<file path="config.mk">
export PLATFORM = sky130hd
export DESIGN_NAME = reg_access_arbiter_flat
export DESIGN_NICKNAME = d
export VERILOG_FILES = /design/src/rtl/reg_access_arbiter_if.sv /design/src/rtl/reg_access_arbiter.sv /design/src/flat_wrapper.sv
export SDC_FILE = /design/constraint.sdc
export NUM_CORES = 1
export LEC_CHECK = 0
export ABC_AREA = 1
export ABC_CLOCK_PERIOD_IN_PS = 3700
export CORE_AREA = 2 2 100 102
export DETAILED_ROUTE_END_ITERATION = 12
export DIE_AREA = 0 0 102 104
export DONT_BUFFER_PORTS = 1
export GPL_TIMING_DRIVEN = 1
export PLACE_DENSITY = 0.69
export REMOVE_ABC_BUFFERS = 1
export SYNTH_ARGS = -nofsm -noshare
export SYNTH_HDL_FRONTEND = slang
export SYNTH_SLANG_ARGS = --single-unit
</file>
<file path="constraint.sdc">
create_clock -name clock -period 3.7 [get_ports clock]
set_input_delay 0.74 -clock clock [delete_from_list [all_inputs] [get_ports clock]]
set_output_delay 0.74 -clock clock [all_outputs]
set_load 0.01 [all_outputs]
</file>
<file path="src/rtl/reg_access_arbiter_if.sv">
// Requester and shared-register bus of the register access arbiter; ARB_LOCK_EN adds req_lock.
// Latency: none, wires only.
// Backpressure: none; requesters hold req level until their done pulse.
interface reg_access_arbiter_if #(
    parameter int NUM_REQ = 4
);
    logic [NUM_REQ-1:0]    req;
    logic [3*NUM_REQ-1:0]  req_funSel;
    logic [32*NUM_REQ-1:0] req_data;
`ifdef ARB_LOCK_EN
    logic [NUM_REQ-1:0]    req_lock;
`endif
    logic [NUM_REQ-1:0]    gnt;
    logic [NUM_REQ-1:0]    done;
    logic [31:0]           rsp_data;
    logic                  busy;
    logic                  reg_enable;
    logic [2:0]            reg_funSel;
    logic [31:0]           reg_i;
    logic [31:0]           reg_o;

    modport master (
        input  req, req_funSel, req_data, reg_o,
`ifdef ARB_LOCK_EN
               req_lock,
`endif
        output gnt, done, rsp_data, busy, reg_enable, reg_funSel, reg_i
    );

    modport slave (
        output req, req_funSel, req_data, reg_o,
`ifdef ARB_LOCK_EN
               req_lock,
`endif
        input  gnt, done, rsp_data, busy, reg_enable, reg_funSel, reg_i
    );
endinterface

</file>
<file path="src/rtl/reg_access_arbiter.sv">
// Round-robin sequencer sharing one function-select register; ARB_LOCK_EN adds requester lock.
// Latency: gnt 1 cycle after req sampled in IDLE, reg_enable 1 later, done 1 after that; 4 cycles/op.
// Backpressure: req is a held level; only sampled in IDLE, operands latched at selection.
module reg_access_arbiter #(
    parameter int NUM_REQ = 4,
    parameter int PTR_W   = 2
) (
    input  logic            clock,
    input  logic            reset_n,
    reg_access_arbiter_if.master bus
);
    typedef enum logic [1:0] {IDLE, GRANT, ISSUE, RESP} state_t;

    state_t             state, nxt;
    logic [PTR_W-1:0]   ptr, win, base, sel_idx, cand;
    logic               sel_vld;
    logic [2:0]         sel_fs, lat_fs, fs_q;
    logic [31:0]        sel_dat, lat_dat, i_q;
    logic [NUM_REQ-1:0] gnt_q, done_q;
    logic               busy_q, en_q;
`ifdef ARB_LOCK_EN
    logic               lock_q;
`endif

    function automatic logic [PTR_W-1:0] inc_ptr(input logic [PTR_W-1:0] p);
        return (int'(p) == NUM_REQ - 1) ? '0 : p + 1'b1;
    endfunction

    always_comb begin
`ifdef ARB_LOCK_EN
        // A pending lock resumes rotation from the locked winner, not the held ptr
        base = lock_q ? inc_ptr(win) : ptr;
`else
        base = ptr;
`endif
        sel_vld = |bus.req;
        sel_idx = base;
        cand    = base;
        for (int i = NUM_REQ - 1; i >= 0; i--) begin
            cand = PTR_W'((int'(base) + i) % NUM_REQ);
            if (bus.req[cand]) sel_idx = cand;
        end
`ifdef ARB_LOCK_EN
        if (lock_q && bus.req[win]) sel_idx = win;
`endif
        sel_fs  = '0;
        sel_dat = '0;
        for (int k = 0; k < NUM_REQ; k++) begin
            if (PTR_W'(k) == sel_idx) begin
                sel_fs  = bus.req_funSel[3*k +: 3];
                sel_dat = bus.req_data[32*k +: 32];
            end
        end
    end

    always_comb begin
        nxt = state;
        case (state)
            IDLE:    if (sel_vld) nxt = GRANT;
            GRANT:   nxt = ISSUE;
            ISSUE:   nxt = RESP;
            RESP:    nxt = IDLE;
            default: nxt = IDLE;
        endcase
    end

    always_ff @(posedge clock or negedge reset_n) begin
        if (!reset_n) state <= IDLE;
        else          state <= nxt;
    end

    always_ff @(posedge clock or negedge reset_n) begin
        if (!reset_n) begin
            ptr     <= '0;
            win     <= '0;
            lat_fs  <= '0;
            lat_dat <= '0;
            gnt_q   <= '0;
            done_q  <= '0;
            busy_q  <= 1'b0;
            en_q    <= 1'b0;
            fs_q    <= '0;
            i_q     <= '0;
`ifdef ARB_LOCK_EN
            lock_q  <= 1'b0;
`endif
        end else begin
            gnt_q  <= '0;
            done_q <= '0;
            en_q   <= 1'b0;
            busy_q <= (nxt != IDLE);
            case (state)
                IDLE: begin
                    if (sel_vld) begin
                        win     <= sel_idx;
                        lat_fs  <= sel_fs;
                        lat_dat <= sel_dat;
                        gnt_q   <= NUM_REQ'(1) << sel_idx;
`ifdef ARB_LOCK_EN
                        lock_q  <= 1'b0;
                    end else if (lock_q) begin
                        lock_q  <= 1'b0;
                        ptr     <= inc_ptr(win);
`endif
                    end
                end
                GRANT: begin
                    en_q <= 1'b1;
                    fs_q <= lat_fs;
                    i_q  <= lat_dat;
                end
                ISSUE: done_q <= NUM_REQ'(1) << win;
                RESP: begin
`ifdef ARB_LOCK_EN
                    if (bus.req_lock[win]) lock_q <= 1'b1;
                    else                   ptr    <= inc_ptr(win);
`else
                    ptr <= inc_ptr(win);
`endif
                end
                default: ;
            endcase
        end
    end

    assign bus.gnt        = gnt_q;
    assign bus.done       = done_q;
    assign bus.busy       = busy_q;
    assign bus.reg_enable = en_q;
    assign bus.reg_funSel = fs_q;
    assign bus.reg_i      = i_q;
    // The register only shows its new value after the ISSUE edge, so the response is passed through in RESP
    assign bus.rsp_data   = (state == RESP) ? bus.reg_o : '0;
endmodule
</file>
<file path="src/flat_wrapper.sv">
// flat-port wrapper written by rule: the top's interface ports become plain ports
module reg_access_arbiter_flat 
#(
    parameter int NUM_REQ = 4,
    parameter int PTR_W   = 2
)
  (clock, reset_n, bus_req, bus_req_funSel, bus_req_data, bus_reg_o, bus_gnt, bus_done, bus_rsp_data, bus_busy, bus_reg_enable, bus_reg_funSel, bus_reg_i);
  reg_access_arbiter_if #(.NUM_REQ(NUM_REQ)) bus_i ();
  input  logic clock;
  input  logic reset_n;
  input wire logic [$bits(bus_i.req)-1:0] bus_req;
  input wire logic [$bits(bus_i.req_funSel)-1:0] bus_req_funSel;
  input wire logic [$bits(bus_i.req_data)-1:0] bus_req_data;
  input wire logic [$bits(bus_i.reg_o)-1:0] bus_reg_o;
  output wire logic [$bits(bus_i.gnt)-1:0] bus_gnt;
  output wire logic [$bits(bus_i.done)-1:0] bus_done;
  output wire logic [$bits(bus_i.rsp_data)-1:0] bus_rsp_data;
  output wire logic [$bits(bus_i.busy)-1:0] bus_busy;
  output wire logic [$bits(bus_i.reg_enable)-1:0] bus_reg_enable;
  output wire logic [$bits(bus_i.reg_funSel)-1:0] bus_reg_funSel;
  output wire logic [$bits(bus_i.reg_i)-1:0] bus_reg_i;
  assign bus_i.req = bus_req;
  assign bus_i.req_funSel = bus_req_funSel;
  assign bus_i.req_data = bus_req_data;
  assign bus_i.reg_o = bus_reg_o;
  assign bus_gnt = bus_i.gnt;
  assign bus_done = bus_i.done;
  assign bus_rsp_data = bus_i.rsp_data;
  assign bus_busy = bus_i.busy;
  assign bus_reg_enable = bus_i.reg_enable;
  assign bus_reg_funSel = bus_i.reg_funSel;
  assign bus_reg_i = bus_i.reg_i;
  reg_access_arbiter #(.NUM_REQ(NUM_REQ), .PTR_W(PTR_W)) u_core (.clock(clock), .reset_n(reset_n), .bus(bus_i));
endmodule
</file>
* Word-level counts from Yosys, hierarchy flattened
Index checks and enable logic that the tools add are counted.
Storage, ports and cells: output and inout port bits 77, input bits 178, bits in registers 86, word-level logic and storage cells 61
Operators by class: equal/unequal tests 7, add/subtract/negate cells 4, magnitude comparators 4, reduce and logical (&&, ||, !) cells 5, shifts and indexed selects 2, muxes and demuxes 28
Operators with widths (count):
- 32-bit 2-to-1 mux | 5
- 2-bit by 3-bit less-than comparator with 1-bit output, second input constant | 4
- 2-bit 2-to-1 mux | 6
- 3-bit 2-to-1 mux | 4
- 4-bit 2-to-1 mux | 3
- 1-bit binary-select mux with 2-bit select | 4
- 2-bit case mux with 4 select lines | 1
- 1-bit by 2-bit << shifter with 4-bit output, first input constant | 2
- 1-bit 2-to-1 mux | 5
- 2-bit by 1-bit adder with 2-bit output, second input constant | 2
- 2-bit adder, second input constant | 2
- 2-bit by 1-bit equality test with 1-bit output, second input constant | 2
- 2-bit equality test, first input constant | 2
- 2-bit equality test, second input constant | 2
- 2-bit logical NOT | 2
- 4-bit OR reduction | 1
- 1-bit by 2-bit equality test with 1-bit output, first input constant | 1
- 2-bit AND reduction | 1
- 2-bit nonzero test | 1

* Longest topological paths before layout
Gate-level depths: netlist (run 1).
depth after elaboration 12, gate-level depth with buffers 17, depth with buffers taken out 15

* Least setup slack after synthesis (run 1)
OpenSTA, ideal clock, no wires.
path type input to register, from in bus_req[3], to reg u_core.lat_dat[21], data required time 3.584 ns, library setup time 0.116 ns, data arrival time 1.866 ns, slack 1.717 ns, buffers on the path 1, stages 15, path through inv_1 > nand2_1 > nand3_2 > nand2_1 > inv_1 > nand2_1 > nand2_2 > nand3_2 > nand2_8 > nand2_4 > buf_4 > o21ai_1 > inv_1 > nand2_1 > nand2_1
On the way: cells in the longest elaborated chain, start to end 11, elaborated cells on any way between the ends 22, those cells by class eq/ne (3); mux (16); reduce/logical (3)
Ends and longest elaborated chain:
- from (decl) | RTL line flat_wrapper.sv:11 | input wire logic [$bits(bus_i.req)-1:0] bus_req;
- 1-bit binary-select mux with 2-bit select | RTL line reg_access_arbiter.sv:41 | if (bus.req[cand]) sel_idx = cand;
- 1-bit 2-to-1 mux (not written as such) | RTL line reg_access_arbiter.sv:41
- 2-bit 2-to-1 mux (4 in series) | RTL line reg_access_arbiter.sv:41
- 2-bit logical NOT | RTL line reg_access_arbiter.sv:49 | if (PTR_W'(k) == sel_idx) begin
- 32-bit 2-to-1 mux (4 in series) | RTL line reg_access_arbiter.sv:49
- to (signal assigned) | RTL line reg_access_arbiter.sv:97 | lat_dat <= sel_dat;
- to (decl) | RTL line reg_access_arbiter.sv:18 | logic [31:0] sel_dat, lat_dat, i_q;
Several ways; a longest one is shown, not always the timed one. The select of a mux whose other input is x is not followed. A chain may end at the register's enable or synchronous reset.

* Worst setup path in the final report (run 1)
from reg u_core.ptr[0] (netlist: u_core.base[0]), to reg u_core.lat_dat[1]
On the way: cells in the longest elaborated chain, start to end 12, elaborated cells on any way between the ends 23, those cells by class add/sub (3); eq/ne (3); mux (16); reduce/logical (1)
Ends and longest elaborated chain:
- from (decl) | RTL line reg_access_arbiter.sv:15 | logic [PTR_W-1:0] ptr, win, base, sel_idx, cand;
- from (signal assigned) | RTL line reg_access_arbiter.sv:118 | ptr <= inc_ptr(win);
- 2-bit adder | RTL line reg_access_arbiter.sv:40 | cand = PTR_W'((int'(base) + i) % NUM_REQ);
- 1-bit binary-select mux with 2-bit select | RTL line reg_access_arbiter.sv:41
- 1-bit 2-to-1 mux (not written as such) | RTL line reg_access_arbiter.sv:41
- 2-bit 2-to-1 mux (3 in series) | RTL line reg_access_arbiter.sv:41
- 2-bit 2-to-1 mux * | RTL line reg_access_arbiter.sv:41
- 2-bit logical NOT | RTL line reg_access_arbiter.sv:49
- 32-bit 2-to-1 mux (3 in series) | RTL line reg_access_arbiter.sv:49
- 32-bit 2-to-1 mux * | RTL line reg_access_arbiter.sv:49
Mark *: on every way between the ends. The rest lies on a longest branch, timed or not. The select of a mux whose other input is x is not followed.

==> results.rst, run 1 <==
.. list-table::
   :header-rows: 1

   * - Metric
     - Value
   * - Routability congestion estimate from global placement
     - 0.842
   * - Starting Density
     - 53.3%
   * - Dominant delay contributor by cell family on the critical path
     - simple AND/OR/NAND/NOR gates
   * - Number of top-level pins
     - 255
   * - Synth-to-Final Area Change
     - 2.48%
   * - Top_reg_cell synth
     - sky130_fd_sc_hd__dfrtp_1
   * - Crit-path max FO
     - 51
   * - Vertical die dimension
     - 104 um
   * - Crit Path Class
     - register to register
   * - Grt ovf
     - 0
   * - Remaining max-slew budget at the tightest pin
     - 31.0%
   * - PwrDens
     - 1110 nW/um^2
   * - Power Internal
     - 2.79 mW
   * - Drt pass-1 iters
     - 4
   * - Antenna violations before repair
     - 0
   * - Unique masters post-synth
     - 35
   * - Sum of negative setup slack
     - 0 ps
   * - Net Sw Power
     - 2.99 mW
   * - Number of register bits inferred by synthesis
     - 86
   * - Cell count of the worst reg-to-reg path
     - 13
   * - Vias post-DR
     - 4050
   * - DR iter-0 viols
     - 227
   * - Clock network latency to the later pin of the worst-skew pair
     - 350 ps
   * - CTS tree
     - done
   * - Warnings, synthesis
     - 0
   * - Net count of the finished layout
     - 819
   * - Synthesized instance count
     - 652
   * - Portion of total power attributed to sequential cells
     - 31.1%
   * - Global-route wire length before repair
     - 19000 um
   * - Global routing usage summed across all routing layers
     - 22.4%
   * - Worst min path class
     - input port to async pin
   * - Clock Sink Count
     - 86
   * - Final worst path period share
     - 72.7%
   * - Final number of hold-violating endpoints
     - 0
   * - Max cap viols
     - 0
   * - Site row count
     - 36
   * - Share of the yosys chip area belonging to registers
     - 42.3%
   * - Placed wire-length estimate after detailed placement
     - 8410 um
   * - DRC errors left
     - 0
   * - Post-CTS setup-driven buffer insertion count
     - 0
   * - Max stage delay cell, worst path
     - sky130_fd_sc_hd__dfrtp_1
   * - Overall power consumption
     - 5.78 mW
   * - Tmin final
     - 2690 ps
   * - Share of post-route cells with drive strength above 1
     - 14.0%
   * - Syn_area_per_cell
     - 7.81 um^2
   * - Post-CTS sizing
     - 0
   * - Net switching fraction of the power
     - 51.8%
   * - Most used cell, CP
     - sky130_fd_sc_hd__nand2_1
   * - Number of CTS-inserted buffers
     - 9
   * - Total core area
     - 9550 um^2
   * - Peak clock frequency supported by timing
     - 372 MHz
   * - Largest net degree at the start of global routing
     - 87
   * - Setup-failing EPs final
     - 0
   * - Final wirelength
     - 11900 um
   * - Number of nets still failing antenna checks after routing
     - 0
   * - Vias in the first global route
     - 4062
   * - Routed via count divided by cell count
     - 5.26
   * - Number of enable-type register cells in the synthesized netlist
     - 0
   * - Part of the power in combinational logic
     - 58.6%
   * - Number of buffers added to fix hold violations after cts
     - 0
   * - RSZ-0062 raised after global routing
     - false
   * - FFs w/ async S/R, synth
     - 100%
   * - Total leakage power
     - 2.89 nW
   * - Number of levels in the clock H-tree
     - 3
   * - IR drop worst, VDD
     - 0.492 mV
   * - Count of input and output buffers
     - 0
   * - Netlist Area Pre-Place
     - 5090 um^2
   * - Longest Clk Path Bufs
     - 2
   * - Slew at the pin closest to its max-slew limit
     - 1030 ps
   * - CP peak stage delay
     - 650 ps
   * - Clock-pin slew on the worst setup and hold paths
     - 90 ps
   * - Root buffer selected by CTS
     - sky130_fd_sc_hd__clkbuf_8
   * - Width of the chip
     - 102 um
   * - Total buffers and inverters traversed by the critical path
     - 1
   * - Arrival time of data at the critical path endpoint
     - 2930 ps
   * - Cell count along the critical path
     - 13
   * - Post-Route Skew
     - 7.81 ps
   * - Status
     - completed
   * - Portion of total power attributed to the clock network
     - 10.3%
   * - Max Slew Vio Count
     - 0
   * - Required arrival time at the worst endpoint
     - 3940 ps
   * - CP endpoint kind
     - register
   * - Cells along the critical path
     - nand2_1 -> nand2_2 -> nand2_2 -> nand2_1 -> nand2_1 -> nand3_2 -> nand2_2 -> nand2_4 -> nand2_4 -> nand2_1 -> inv_1 -> nand3_1 -> nand2_1
   * - Number of inserted diodes
     - 0
   * - Startpoint Class
     - register
   * - Drt wl/cell
     - 15.5 um
   * - Die Area
     - 10600 um^2
## cell usage after synthesis, types with 6 or more instances
library cell               count  share of area, %
sky130_fd_sc_hd__nand2_1     198                15
sky130_fd_sc_hd__inv_1        86               6.3
sky130_fd_sc_hd__nor2_1       31               2.3
sky130_fd_sc_hd__nand2_2      10               1.2
sky130_fd_sc_hd__o21ai_0      30               2.9
sky130_fd_sc_hd__o21ai_1      23               2.3
sky130_fd_sc_hd__nand3_1      76               7.5
sky130_fd_sc_hd__dfrtp_1      86                42
sky130_fd_sc_hd__mux2_2       35               7.7
sky130_fd_sc_hd__ha_1          9               2.2
sky130_fd_sc_hd__clkbuf_1     12              0.88
sky130_fd_sc_hd__buf_6         6               1.3
## power by group through the flow
stage	logic, mW	registers, mW	clock network [mW]
3_5_place_dp	3.41	1.82	0
2_1_floorplan	2.66	1.71	0
5_1_grt	3.86	1.85	0.644
4_1_cts	3.42	1.80	0.610
3_3_place_gp	3.27	1.80	0
6_report	3.39	1.79	0.594
## state kept, by name, summed over array words and instances (netlist names)
name                   flops
u_core.bus.reg_i          32
u_core.lat_dat            32
u_core.bus.done            4
u_core.bus.gnt             4
u_core.bus.reg_funSel      3
u_core.lat_fs              3
u_core.base                2
u_core.state               2
u_core.win                 2
u_core.bus.busy            1
u_core.bus.reg_enable      1
## final timing paths
kind	startpoint	end	slack, ps
min in group clock	u_core.lat_fs[2]	u_core.lat_fs[2]	480
min	reset_n	u_core.bus.reg_enable	70
max	u_core.base[0]	u_core.lat_dat[1]	1010
max in group asynchronous	reset_n	u_core.bus.reg_i[31]	3450
min reg2reg	u_core.lat_fs[2]	u_core.lat_fs[2]	480
max reg2reg	u_core.base[0]	u_core.lat_dat[1]	1010
## layout make-up
class / count / area (um^2)
Fill cell: 933 / 4330
Sequential cell: 86 / 2150
Tap cell: 133 / 166
Timing Repair Buffer: 2 / 15.0
Clock buffer: 9 / 124
Clock inverter: 7 / 50.0
Multi-Input combinational cell: 441 / 2360
Inverter: 92 / 353
## worst register-to-register path, cell delays in order, from the launching register on
cell	delay (ps)
sky130_fd_sc_hd__dfrtp_1	650
sky130_fd_sc_hd__nand2_1	130
sky130_fd_sc_hd__nand2_2	110
sky130_fd_sc_hd__nand2_2	60
sky130_fd_sc_hd__nand2_1	60
sky130_fd_sc_hd__nand2_1	70
sky130_fd_sc_hd__nand3_2	110
sky130_fd_sc_hd__nand2_2	80
sky130_fd_sc_hd__nand2_4	480
sky130_fd_sc_hd__nand2_4	270
sky130_fd_sc_hd__nand2_1	280
sky130_fd_sc_hd__inv_1	140
sky130_fd_sc_hd__nand3_1	110
sky130_fd_sc_hd__nand2_1	60
## through the flow
stage	hold slack [ps]	util, %	instances	area, um^2	setup slack [ps]
3_5_place_dp	446	52.8	754	5040	969
5_1_grt	44.6	54.6	770	5220	741
2_1_floorplan	443	-	619	4860	906
6_report	72.4	54.6	770	5220	1010
3_3_place_gp	446	52.8	754	5040	1110
4_1_cts	53.7	54.6	770	5220	986
## per-layer routing
metal	up-vias	wire (um)	track usage, %
li1	1997	-	-
met1	1865	4810	27.5
met2	174	5880	37.8
met3	14	1040	5.65
met4	0	208	8.10
met5	-	0	0
## logic make-up (layout without fill, tap and decap cells)
kind of cell / count (synthesis) / in the layout / synth area share, %
and+or+nand+nor: 334 / 334 / 29.5
muxes: 35 / 35 / 7.74
AOI/OAI and AO/OA: 63 / 63 / 6.81
adders and majority gates: 9 / 9 / 2.21
buffers and inverters: 125 / 110 / 11.5
DFF: 86 / 86 / 42.3
## cells in the final DEF (no fill, tap or decap), drive strengths merged, types with 3 or more instances in the layout
cell      netlist  layout
nand2         213     213
inv            92      93
dfrtp          86      86
nand3          81      81
o21ai          56      56
mux2           35      35
nor2           34      34
clkbuf         14       9
ha              9       9
a21oi           4       4
clkinvlp        0       3
clkinv          0       3
Note: power is estimated with default switching activity, not from simulation.
==> run 2: changes to the inputs <==
--- a/config.mk
+++ b/config.mk
@@ -6,13 +6,13 @@
 export NUM_CORES = 1
 export LEC_CHECK = 0
 export ABC_AREA = 1
-export ABC_CLOCK_PERIOD_IN_PS = 3700
+export ABC_CLOCK_PERIOD_IN_PS = 2300
 export CORE_AREA = 2 2 100 102
 export DETAILED_ROUTE_END_ITERATION = 12
 export DIE_AREA = 0 0 102 104
 export DONT_BUFFER_PORTS = 1
 export GPL_TIMING_DRIVEN = 1
-export PLACE_DENSITY = 0.69
+export PLACE_DENSITY = 0.71
 export REMOVE_ABC_BUFFERS = 1
 export SYNTH_ARGS = -nofsm -noshare
 export SYNTH_HDL_FRONTEND = slang
==> constraint.sdc (replaced) <==
create_clock -name clock -period 2.3 [get_ports clock]
set_input_delay 0.46 -clock clock [delete_from_list [all_inputs] [get_ports clock]]
set_output_delay 0.46 -clock clock [all_outputs]
set_load 0.01 [all_outputs]
==> results.rst, run 2 (same netlist as run 1, synthesis figures left out) <==
.. list-table::
   :header-rows: 1

   * - Metric
     - Value
   * - Power Internal
     - 5.55 mW (+99%)
   * - Clock Sink Count
     - 86 (unchanged)
   * - Failing checks
     - hold timing
   * - IR drop worst, VDD
     - 1.00 mV (+100%)
   * - Final worst path period share
     - 91.1% (+18 points)
   * - Antenna violations before repair
     - 0 (unchanged)
   * - Number of nets still failing antenna checks after routing
     - 0 (unchanged)
   * - CP endpoint kind
     - register
   * - Portion of total power attributed to the clock network
     - 13.6% (+3.3 points)
   * - DRC errors left
     - 0 (unchanged)
   * - Slew at the pin closest to its max-slew limit
     - 519 ps (-516 ps)
   * - Portion of total power attributed to sequential cells
     - 27.1% (-4.0 points)
   * - Setup-failing EPs final
     - 0 (unchanged)
   * - Drt pass-1 iters
     - 6 (+2)
   * - Net count of the finished layout
     - 838 (+2.3%)
   * - Vertical die dimension
     - 104 um (unchanged)
   * - Net Sw Power
     - 5.04 mW (+68%)
   * - Site row count
     - 36 (unchanged)
   * - Area of all sequential standard cells
     - 2150 um^2 (about the same)
   * - Clock network latency to the later pin of the worst-skew pair
     - 360 ps (about the same)
   * - Startpoint Class
     - register
   * - Max Slew Vio Count
     - 0 (unchanged)
   * - Final wirelength
     - 12600 um (+5.2%)
   * - Footprint of the multi-input gates
     - 2390 um^2 (+1.3%)
   * - Arrival time of data at the critical path endpoint
     - 2350 ps (-580 ps)
   * - Width of the chip
     - 102 um (unchanged)
   * - Global-route wire length before repair
     - 19900 um (+4.3%)
   * - Synth-to-Final Area Change
     - 9.09%
   * - Number of CTS-inserted buffers
     - 9 (unchanged)
   * - Root buffer selected by CTS
     - sky130_fd_sc_hd__clkbuf_8
   * - Part of the power in combinational logic
     - 59.2% (+0.6 points)
   * - Vias in the first global route
     - 4123 (+1.5%)
   * - Number of levels in the clock H-tree
     - 3 (unchanged)
   * - Longest Clk Path Bufs
     - 2 (unchanged)
   * - Required arrival time at the worst endpoint
     - 2550 ps (-1390 ps)
   * - Largest net degree at the start of global routing
     - 87 (unchanged)
   * - Grt ovf
     - 0 (unchanged)
   * - Overall power consumption
     - 10.6 mW (+83%)
   * - Worst min path class
     - input port to async pin
   * - DR iter-0 viols
     - 246 (+8.4%)
   * - Drt wl/cell
     - 15.9 um (+2.7%)
   * - CTS tree
     - done
   * - Crit Path Class
     - register to register
   * - Number of inserted diodes
     - 0 (unchanged)
   * - Remaining max-slew budget at the tightest pin
     - 65.1% (+34 points)
   * - Tmin final
     - 2100 ps (-594 ps)
   * - Placed wire-length estimate after detailed placement
     - 9020 um (+7.3%)
   * - Number of top-level pins
     - 255 (unchanged)
   * - Die Area
     - 10600 um^2 (unchanged)
   * - Total core area
     - 9550 um^2 (unchanged)
   * - Starting Density
     - 53.3% (unchanged)
   * - Peak clock frequency supported by timing
     - 477 MHz (+28%)
   * - Vias post-DR
     - 4181 (+3.2%)
   * - PwrDens
     - 1910 nW/um^2 (+72%)
   * - Total leakage power
     - 3.06 nW (+5.9%)
   * - Share of post-route cells with drive strength above 1
     - 16.8% (+2.8 points)
   * - Crit path setup slack, layout
     - 205 ps (-806 ps)
   * - Clock-pin slew on the worst setup and hold paths
     - 90 ps (about the same)
   * - Net switching fraction of the power
     - 47.6% (-4.2 points)
   * - Post-Route Skew
     - 7.66 ps (-0.156 ps)
   * - Pre-CTS setup slack
     - 120 ps (-849 ps)
   * - Fill cells
     - 901 (-3.4%)
   * - Status
     - finished, violations left
   * - Hold Worst Slack
     - -213 ps (-285 ps)
   * - Count of input and output buffers
     - 0 (unchanged)
   * - Commonest cells after routing, fill and taps aside
     - 197 x sky130_fd_sc_hd__nand2_1, 86 x sky130_fd_sc_hd__inv_1, 85 x sky130_fd_sc_hd__dfrtp_1, 76 x sky130_fd_sc_hd__nand3_1, 35 x sky130_fd_sc_hd__mux2_2
   * - Worst setup slack for register-to-register paths
     - 200 ps (-810 ps)
   * - Routed via count divided by cell count
     - 5.30 (+0.75%)
   * - Final number of hold-violating endpoints
     - 86 (+86)
   * - Global routing usage summed across all routing layers
     - 23.8% (+1.4 points)
   * - Most frequent standard cell in the layout excluding fill and tap cells
     - sky130_fd_sc_hd__nand2_1
   * - Max cap viols
     - 0 (unchanged)
   * - Routability congestion estimate from global placement
     - 0.895 (+6.2%)
   * - Crit-path max FO
     - 17 (-67%)
[run 2: metal layers]
| metal | vias to the layer above | track usage [%] | part of all wire [%] |
|---|---|---|---|
| li1 | 2045 | - | - |
| met1 | 1919 | 29.1 | 41 |
| met2 | 188 | 39.5 | 49 |
| met3 | 29 | 6.52 | 8.1 |
| met4 | 0 | 9.62 | 2.6 |
| met5 | - | 0 | 0 |
[run 2: cell type report]
type                       count  area share, %
tap                          133           3.00
sequential                    86           38.8
inverter                      92           6.35
timing repair buffer          20           3.83
clock inverter                 5           2.32
clock buffer                  11           2.73
multi-input combinational    442           43.0
[run 2: per-stage QoR]
stage	TNS, ps	cell area [um^2]	cells	hold slack (ps)	util, %
after floorplan	-1790	4860	619	164	-
after global placement	0	5200	766	166	54.4
after detailed placement	0	5200	766	166	54.4
after CTS	0	5480	782	-230	57.4
after global routing	-0.427	5550	789	-245	58.2
final	0	5550	789	-213	58.2
[run 2: repair_timing]
item                                    CTS  global route
buffers inserted                          0             6
gates resized for setup                   0             6
hold endpoints to repair                 86            86
endpoints found under the setup margin    0            32
[run 2: worst paths after layout]
path / end / depth (start not counted) / from
min in group clock: u_core.lat_dat[4] / 2 / bus_req_data[100]
max in group asynchronous: u_core.bus.done[1] / 0 / reset_n
worst min-delay path: u_core.bus.reg_i[15] / 0 / reset_n
worst min register to register: u_core.lat_dat[23] / 2 / u_core.lat_dat[23]
worst max-delay path: u_core.lat_dat[21] / 16 / u_core.base[0]
worst max register to register: u_core.lat_dat[21] / 16 / u_core.base[0]
[run 2: worst max-delay path, stage by stage, from the launching register on]
cell and delay (ps):
sky130_fd_sc_hd__dfrtp_2 450, sky130_fd_sc_hd__buf_4 160, sky130_fd_sc_hd__inv_8 80, sky130_fd_sc_hd__nand2_1 50, sky130_fd_sc_hd__nand2_1 90, sky130_fd_sc_hd__nand2_1 90
sky130_fd_sc_hd__nand2_1 80, sky130_fd_sc_hd__inv_2 40, sky130_fd_sc_hd__nand2_2 80, sky130_fd_sc_hd__nand3_2 150, sky130_fd_sc_hd__nand2_8 130, sky130_fd_sc_hd__nand2_4 50
sky130_fd_sc_hd__buf_4 200, sky130_fd_sc_hd__o21ai_1 160, sky130_fd_sc_hd__inv_1 60, sky130_fd_sc_hd__nand2_1 60, sky130_fd_sc_hd__nand2_1 60
[run 2: power groups by stage]
stage               registers [mW]  clock network, mW  logic, mW
floorplan                     2.76                  0       4.28
global placement              2.88                  0       5.72
detailed placement            2.91                  0       5.97
CTS                           2.89               1.47       5.99
global route                  2.96               1.54       7.06
finish                        2.87               1.44       6.27
==> run 3: changes to the inputs <==
--- a/config.mk
+++ b/config.mk
@@ -6,13 +6,13 @@
 export NUM_CORES = 1
 export LEC_CHECK = 0
 export ABC_AREA = 1
-export ABC_CLOCK_PERIOD_IN_PS = 2300
-export CORE_AREA = 2 2 100 102
+export CELL_PAD_IN_SITES_DETAIL_PLACEMENT = 0
+export CELL_PAD_IN_SITES_GLOBAL_PLACEMENT = 1
+export CORE_UTILIZATION = 40
 export DETAILED_ROUTE_END_ITERATION = 12
-export DIE_AREA = 0 0 102 104
 export DONT_BUFFER_PORTS = 1
 export GPL_TIMING_DRIVEN = 1
-export PLACE_DENSITY = 0.71
+export PLACE_DENSITY_LB_ADDON = 0.1
 export REMOVE_ABC_BUFFERS = 1
 export SYNTH_ARGS = -nofsm -noshare
 export SYNTH_HDL_FRONTEND = slang
==> results.rst, run 3 (same netlist as run 1, synthesis figures left out) <==
.. list-table::
   :header-rows: 1

   * - Metric
     - Value
   * - Status
     - finished, violations left
   * - Failing checks
     - hold timing
   * - Synth-to-Final Area Change
     - 8.77%
   * - CP endpoint kind
     - register
   * - Max stage delay cell, worst path
     - sky130_fd_sc_hd__dfrtp_1
   * - Max cap viols
     - 0 (unchanged)
   * - CP startpoint
     - u_core.base[1]
   * - Total buffers and inverters traversed by the critical path
     - 4 (-1)
   * - Highest routing layer actually used
     - met4
   * - Routed wire length on met2
     - 6380 um (+4.3%)
   * - Global-route wire length before repair
     - 20500 um (+3.0%)
   * - Grt ovf
     - 0 (unchanged)
   * - Startpoint Class
     - register
   * - CP peak stage delay
     - 460 ps (about the same)
   * - Overall power consumption
     - 10.4 mW (-1.8%)
   * - Dominant delay contributor by cell family on the critical path
     - simple AND/OR/NAND/NOR gates
   * - Cells along the critical path
     - inv_2 -> nand2_1 -> nand2_1 -> nand2_1 -> nand2_1 -> inv_2 -> nand2_2 -> nand3_2 -> nand2_8 -> nand2_4 -> buf_4 -> o21ai_0 -> inv_1 -> nand2_1 -> nand2_1
   * - Commonest cells after routing, fill and taps aside
     - 198 x sky130_fd_sc_hd__nand2_1, 86 x sky130_fd_sc_hd__inv_1, 85 x sky130_fd_sc_hd__dfrtp_1, 76 x sky130_fd_sc_hd__nand3_1, 35 x sky130_fd_sc_hd__mux2_2
   * - Vias post-DR
     - 4127 (-1.3%)
   * - Count of input and output buffers
     - 0 (unchanged)
   * - Clock Sink Count
     - 86 (unchanged)
   * - Global routing usage summed across all routing layers
     - 20.5% (-3.3 points)
   * - Site row count
     - 40 (+11%)
   * - Number of CTS-inserted buffers
     - 9 (unchanged)
   * - Longest Clk Path Bufs
     - 2 (unchanged)
   * - Remaining max-slew budget at the tightest pin
     - 67.9% (+2.8 points)
   * - Reg2reg end
     - u_core.lat_dat[14]
   * - Most used cell, CP
     - sky130_fd_sc_hd__nand2_1
   * - Drt wl/cell
     - 15.9 um (about the same)
   * - Pre-CTS setup slack
     - 128 ps (+8.32 ps)
   * - Starting Density
     - 41.7% (-12 points)
   * - CTS tree
     - done
   * - Final wirelength
     - 13100 um (+3.9%)
   * - DR iter-0 viols
     - 164 (-33%)
   * - Worst setup slack for register-to-register paths
     - 210 ps (about the same)
   * - Total core area
     - 12200 um^2 (+28%)
   * - Number of levels in the clock H-tree
     - 3 (unchanged)
   * - Crit-path max FO
     - 17 (unchanged)
   * - Max Slew Vio Count
     - 0 (unchanged)
   * - Final number of hold-violating endpoints
     - 86 (unchanged)
   * - Crit Path Class
     - register to register
   * - Width of the chip
     - 115 um (+13%)
   * - RSZ-0062 raised after global routing
     - false
   * - Clock network latency to the later pin of the worst-skew pair
     - 350 ps (about the same)
   * - Largest net degree at the start of global routing
     - 87 (unchanged)
   * - Antenna violations before repair
     - 0 (unchanged)
   * - Share of post-route cells with drive strength above 1
     - 16.0% (-0.82 points)
   * - R2R Path Start
     - u_core.base[1]
   * - Number of top-level pins
     - 255 (unchanged)
   * - Root buffer selected by CTS
     - sky130_fd_sc_hd__clkbuf_16
   * - Slew at the pin closest to its max-slew limit
     - 478 ps (-41.3 ps)
   * - Clock-pin slew on the worst setup and hold paths
     - 70 ps (-20 ps)
   * - Die Area
     - 13200 um^2 (+24%)
   * - Total leakage power
     - 3.04 nW (-0.68%)
   * - PwrDens
     - 1880 nW/um^2 (-1.5%)
   * - Net count of the finished layout
     - 834 (-0.48%)
   * - Worst min path class
     - input port to async pin
   * - Number of inserted diodes
     - 0 (unchanged)
   * - Placed wire-length estimate after detailed placement
     - 9540 um (+5.8%)
   * - Peak clock frequency supported by timing
     - 478 MHz (+0.23%)
   * - Met3 wirelength from detailed routing
     - 884 um (-13%)
   * - Crit path setup slack, layout
     - 210 ps (+4.91 ps)
   * - Final worst path period share
     - 90.9% (-0.21 points)
   * - Vias in the first global route
     - 3909 (-5.2%)
   * - Post-Route Skew
     - 9.50 ps (+1.85 ps)
   * - Number of nets still failing antenna checks after routing
     - 0 (unchanged)
   * - M1 WL
     - 5470 um (+7.2%)
   * - Drt pass-1 iters
     - 4 (-2)
   * - Setup-failing EPs final
     - 0 (unchanged)
   * - Sum of negative setup slack
     - 0 ps (unchanged)
   * - Most frequent standard cell in the layout excluding fill and tap cells
     - sky130_fd_sc_hd__nand2_1
   * - Hold Worst Slack
     - -191 ps (+21.9 ps)
   * - Routed via count divided by cell count
     - 5.03 (-5.0%)
   * - Tmin final
     - 2090 ps (-4.91 ps)
   * - Required arrival time at the worst endpoint
     - 2540 ps (about the same)
   * - Cell count of the worst reg-to-reg path
     - 15 (-1)
   * - Post-route core utilization
     - 45.3% (-13 points)
   * - IR drop worst, VDD
     - 0.675 mV (-33%)
   * - Arrival time of data at the critical path endpoint
     - 2330 ps (-20 ps)
   * - Vertical die dimension
     - 115 um (+10%)
   * - DRC errors left
     - 0 (unchanged)
   * - Routability congestion estimate from global placement
     - 0.825 (-7.8%)
run 3: cell count changes in the layout (fill, tap and decap cells not counted), sizes merged:
cell,before,now
buf,20,17
bufinv,4,1
clkinv,1,2
clkinvlp,0,1
inv,92,93
nor2,35,34
run 3: what timing repair did:
| action | in CTS | in global routing |
|---|---|---|
| gates resized for setup | 0 | 1 |
| setup endpoints to repair | 0 | 30 |
| setup buffers | 0 | 0 |
| endpoints found under the hold margin | 86 | 86 |
run 3: where the power goes:
part	switching [mW]	internal, mW	total (mW)	leakage (nW)
sequential	0.640	2.25	2.89	1.06
combinational	3.81	2.23	6.03	1.83
clock	0.601	0.871	1.47	0.146
run 3: worst max path at each step:
stage | slack [ps] | cells after the start | endpoint
after floorplan | -210 | 8 | u_core.lat_dat[2]
after global placement | 200 | 14 | u_core.lat_dat[12]
after detailed placement | 130 | 13 | u_core.lat_fs[1]
after CTS | 110 | 13 | u_core.lat_fs[1]
after global routing | 20 | 14 | u_core.lat_dat[14]
final | 210 | 15 | u_core.lat_dat[14]
run 3: stage by stage:
stage / cell area (um^2) / std cells
4_1_cts: 5540 / 820
3_3_place_gp: 5240 / 804
2_1_floorplan: 4860 / 619
3_5_place_dp: 5240 / 804
6_report: 5540 / 820
5_1_grt: 5540 / 820
run 3: cell type report:
type                            count  area (um^2)
Sequential cell                    86         2150
Fill cell                        1305         6670
Timing Repair Buffer               17          165
Inverter                           92          353
Clock buffer                       11          243
Clock inverter                      5         56.3
Tap cell                          168          210
Multi-Input combinational cell    441         2360
run 3: routing by layer:
layer | track usage [%] | up-vias
met5 | 0 | -
met4 | 8.83 | 0
met3 | 5.27 | 22
met2 | 34.1 | 144
met1 | 25.3 | 1930
li1 | - | 2031
